File: config.mk
export PLATFORM = sky130hd
export DESIGN_NAME = rx_serial_7e2
export DESIGN_NICKNAME = d
export VERILOG_FILES = /design/src/rtl/rx_serial_7e2.sv
export SDC_FILE = /design/constraint.sdc
export NUM_CORES = 1
export LEC_CHECK = 0
export ABC_AREA = 1
export CORE_ASPECT_RATIO = 1.1
export CORE_MARGIN = 3
export CORE_UTILIZATION = 57
export CTS_CLUSTER_DIAMETER = 80
export DETAILED_ROUTE_END_ITERATION = 7
export PLACE_DENSITY = 0.91
export SYNTH_ARGS = -nofsm -noshare
export SYNTH_HDL_FRONTEND = slang
export SYNTH_SLANG_ARGS = --single-unit
File: constraint.sdc
create_clock -name clock -period 4.7 [get_ports clock]
set_clock_uncertainty 0.2 [all_clocks]
set_input_delay 0.705 -clock clock [delete_from_list [all_inputs] [get_ports clock]]
set_output_delay 0.705 -clock clock [all_outputs]
set_load 0.02 [all_outputs]
File: src/rtl/rx_serial_7e2.sv
// rx_serial_7e2: 7E2 UART receiver with mid-bit sampling; RX_OVERRUN_EN adds erro_overrun
module rx_serial_7e2 #(
  parameter int DATA_BITS     = 7,
  parameter int TICKS_PER_BIT = 434,
  parameter int HALF_TICKS    = TICKS_PER_BIT / 2
) (
  input  logic                 clock,
  input  logic                 reset,
  input  logic                 entrada_serial,
  input  logic                 limpa,
  output logic [DATA_BITS-1:0] dado_recebido,
  output logic                 pronto,
  output logic                 tem_dado,
  output logic                 erro_paridade,
  output logic                 erro_stop,
`ifdef RX_OVERRUN_EN
  output logic                 erro_overrun,
`endif
  output logic [3:0]           db_estado
);
  localparam int TW = $clog2(TICKS_PER_BIT) + 1;
  localparam int NW = $clog2(DATA_BITS + 1);
  localparam logic [TW-1:0] HALF_M1 = TW'(HALF_TICKS - 1);
  localparam logic [TW-1:0] BIT_M1  = TW'(TICKS_PER_BIT - 1);
  localparam logic [NW-1:0] LAST    = NW'(DATA_BITS - 1);
  typedef enum logic [2:0] {OCIOSO, INICIO, DADOS, PARIDADE, STOP1, STOP2, FIM, ESPERA} state_t;
  state_t state, next;
  logic s1, rx_s;
  logic [TW-1:0] tick;
  logic [NW-1:0] nbits;
  logic [DATA_BITS-1:0] sr;
  logic perr, ferr, done, last, fim, busy;
  // two-flop synchronizer; idles high so reset never looks like a start bit
  always_ff @(posedge clock or posedge reset)
    if (reset) {s1, rx_s} <= 2'b11;
    else {s1, rx_s} <= {entrada_serial, s1};
  // state register
  always_ff @(posedge clock or posedge reset)
    if (reset) state <= OCIOSO;
    else state <= next;
  // next-state logic
  always_comb begin
    next = state;
    case (state)
      OCIOSO:   next = rx_s ? OCIOSO : INICIO;
      INICIO:   next = done ? (rx_s ? OCIOSO : DADOS) : INICIO;
      DADOS:    next = done && last ? PARIDADE : DADOS;
      PARIDADE: next = done ? STOP1 : PARIDADE;
      STOP1:    next = done ? STOP2 : STOP1;
      STOP2:    next = done ? FIM : STOP2;
      FIM:      next = ferr ? ESPERA : OCIOSO;
      ESPERA:   next = rx_s ? OCIOSO : ESPERA;
      default:  next = OCIOSO;
    endcase
  end
  // state decode: bit-period end, last data bit, frame completion
  always_comb begin
    busy = state inside {INICIO, DADOS, PARIDADE, STOP1, STOP2};
    done = tick == (state == INICIO ? HALF_M1 : BIT_M1);
    last = nbits == LAST;
    fim = state == FIM;
    db_estado = {1'b0, state};
  end
  // bit timing, shift register and per-frame error capture
  always_ff @(posedge clock or posedge reset)
    if (reset) begin
      tick <= '0;
      nbits <= '0;
      sr <= '0;
      perr <= 1'b0;
      ferr <= 1'b0;
    end else begin
      tick <= busy && !done ? tick + 1'b1 : '0;
      nbits <= state == OCIOSO ? '0 : state == DADOS && done ? nbits + 1'b1 : nbits;
      sr <= state == DADOS && done ? {rx_s, sr[DATA_BITS-1:1]} : sr;
      perr <= state == PARIDADE && done ? (^sr) ^ rx_s : perr;
      ferr <= state == OCIOSO ? 1'b0 : (state == STOP1 || state == STOP2) && done && !rx_s ? 1'b1 : ferr;
    end
  // consumer-facing outputs; a completing frame wins over a same-cycle limpa
  always_ff @(posedge clock or posedge reset)
    if (reset) begin
      dado_recebido <= '0;
      pronto <= 1'b0;
      tem_dado <= 1'b0;
      erro_paridade <= 1'b0;
      erro_stop <= 1'b0;
`ifdef RX_OVERRUN_EN
      erro_overrun <= 1'b0;
`endif
    end else begin
      dado_recebido <= fim ? sr : dado_recebido;
      pronto <= fim;
      tem_dado <= fim | (tem_dado & ~limpa);
      erro_paridade <= (fim & perr) | (erro_paridade & ~limpa);
      erro_stop <= (fim & ferr) | (erro_stop & ~limpa);
`ifdef RX_OVERRUN_EN
      erro_overrun <= (fim & tem_dado & ~limpa) | (erro_overrun & ~limpa);
`endif
    end
endmodule

==> run summary <==
Vias per cell - 5.22
# port buffers - 17
TNS Setup - 0 ns
Iter 0 DRT Violations - 119
Worst-Skew Late Latency - 0.34 ns
Critical-path top delay cell - clkdlybuf4s50_1
Critical path launch point type - flip-flop
CTS Buf Count - 5
Global placement routability congestion - 0.872
Crit. End Element - output port
Seq cells post-synth - 38
Hold WS - 0.161 ns
Gate Count Post-Synth - 220
Mapped Nets - 227
Pin count of the biggest net entering global routing - 39
Hpwl dp - 2.22 mm
Clock Power Share - 40.3%
Worst Path Required - 3.80 ns
Hold WC Path Type - flip-flop to flip-flop
Final-report setup violation count - 0
Crit path buf inv count - 1
Post-CTS setup buffer count - 0
Chip Height - 65.4 µm
WL/cell - 11.3 µm
Worst setup path class - flip-flop to output port
GRT Total Usage - 19.4%
GRT Residual Overflow - 0
Reg power frac - 57.8%
Placed Cells - 268
Layout cells sized above 1 - 7.00%
Status - completed
H-tree level count - 2
Post-Layout Cell Count - 276
Most frequent cells in the layout - nand2_1 (60), dfrtp_1 (36), inv_1 (34)
Core Area - 2900 µm²
RSZ-0062 raised after global routing - false
Routed WL - 3.11 mm
Yosys warnings - 0
Fraction of the cycle the final worst path needs - 50.1%
Max-cap violations - 0
Mapped Area - 1830 µm²
Clock sink total - 38
Mean Syn Cell Area - 8.32 µm²
Commonest non-fill, non-tap cell in the layout - nand2_1
PostCTS Resize Cnt - 0
Max stage delay on crit path - 0.64 ns
Remaining DRCs - 0
Chip width - 60.0 µm
Area grow syn2layout - 15.4%
Slew headroom - 65.6%
Sequential cell area fraction in the yosys report - 52.1%
Final nets - 249
# diodes - 0
VDD IR max - 0.000230 V
Int Pwr - 0.458 mW
Clk root buf - clkbuf_4
First-pass GRT wire length - 5.80 mm
Initial antenna violation count - 0
Cell breakdown of the critical path - clkdlybuf4s50_1
I/O Pins - 19
Net Switching - 0.111 mW
Clk buf depth - 2
CP delay by family, top - buffers and inverters
Maximum clock rate - 425 MHz
Netlist cell types - 28
Critical Path AT - 1.45 ns
CTS tree - done
Vias - 1,440
Leakage power - 1.04 nW
Full die area - 3930 µm²
Clock-pin transition on the worst setup and hold timing paths - 0.10 ns
Worst-margin pin slew - 0.515 ns
Power Dens Cells - 270 nW/µm²
Initial core utilization - 63.1%
Pre-antenna DRT Iters - 4
Comb pwr share - 1.9%
Final Hold Fails - 0
Crit path max fanout - 6
Vias in the first global route - 1,417
Sw Share - 19.5%
Cell Rows - 20
Tmin final - 2.35 ns
ANT nets after route - 0
Slew Limit Fails - 0
# hold bufs at CTS - 0
[cells by family (layout without fill, tap and decap cells)]
family	Yosys count	count (layout)	share of synthesized area [%]
compound gates	22	22	6.36
xor+xnor	8	8	3.83
fa+ha+maj	3	3	2.05
buf+inv	38	61	8.41
flops	38	38	52.1
other cells	1	1	0.205
simple gates	110	110	27.1
[worst reg2reg max path, delay by kind of cell, from the launching register on]
family | cells | cell delay, ns
compound gates | 1 | 0.37
buf+inv | 2 | 0.16
flops | 1 | 0.47
simple gates | 4 | 0.64
[power groups by stage]
stage	combinational (mW)	sequential, mW	clock [mW]
detailed placement	0.0113	0.335	0
floorplan	0.00687	0.335	0
global route	0.0127	0.329	0.249
global placement	0.0112	0.335	0
CTS	0.0114	0.329	0.236
finish	0.0108	0.329	0.230
[cell type report]
class / count / area (µm²)
clock buffer: 7 / 55.1
clock inverter: 1 / 30.0
fill: 218 / 791
inverter: 35 / 131
multi-input combinational: 144 / 723
sequential: 38 / 953
tap: 33 / 41.3
timing repair buffer: 18 / 178
[routing by layer]
metal / wire, µm / global-route usage [%]
met1: 1480 / 26.5
met2: 1460 / 29.5
met3: 132 / 5.50
met4: 29 / 6.65
met5: 0 / 0
[flip-flops by register name, summed over array words and instances, names as in the netlist]
| signal | cells |
|---|---|
| erro_paridade | 1 |
| dado_recebido | 7 |
| tick | 10 |
| erro_stop | 1 |
| ferr | 1 |
| tem_dado | 1 |
| state | 3 |
| perr | 1 |
| sr | 7 |
| rx_s | 1 |
| nbits | 3 |
| pronto | 1 |
| s1 | 1 |
[synthesized netlist by cell type]
master    number  area share, %
o211ai_1       1           0.41
nand2_1       60             12
o21ai_1        1           0.27
a21oi_1        2           0.55
nor2_1        21            4.3
o22ai_1        2           0.68
inv_2          1           0.20
xor2_1         4            1.9
ha_1           3            2.1
buf_6          1           0.62
nor3_4         1           0.89
nor3b_1        3            1.2
inv_1         34            7.0
a31oi_1        1           0.34
dfstp_2        2            2.9
clkbuf_1       1           0.20
conb_1         1           0.20
o21ai_0       15            4.1
nand4_1        2           0.68
nand3_2        3            1.6
nand3_1       14            3.8
buf_4          1           0.41
nor2_2         1           0.34
nor2_4         1           0.62
xnor2_1        4            1.9
nor3_1         3           0.82
dfrtp_1       36             49
nand3b_1       1           0.41
[stage by stage]
stage / utilization, % / power, mW / worst slack, ns / area [µm²]
2_1_floorplan: - / 0.342 / 2.94 / 1830
6_report: 72.8 / 0.569 / 2.35 / 2110
5_1_grt: 72.8 / 0.591 / 2.30 / 2110
4_1_cts: 72.8 / 0.576 / 2.33 / 2110
3_5_place_dp: 69.8 / 0.346 / 2.72 / 2030
3_3_place_gp: 69.8 / 0.346 / 2.75 / 2030
[path summary, 6_finish.rpt]
kind | cells past startpoint | startpoint | endpoint | slack, ns
max | 1 | state[1] | db_estado[1] | 2.35
min | 0 | s1 | rx_s | 0.16
max reg2reg | 7 | state[1] | state[1] | 2.80
min reg2reg | 0 | s1 | rx_s | 0.16
max in group asynchronous | 3 | reset | rx_s | 3.40
min in group asynchronous | 3 | reset | sr[6] | 0.56
Note: power is estimated with default switching activity, not from simulation.
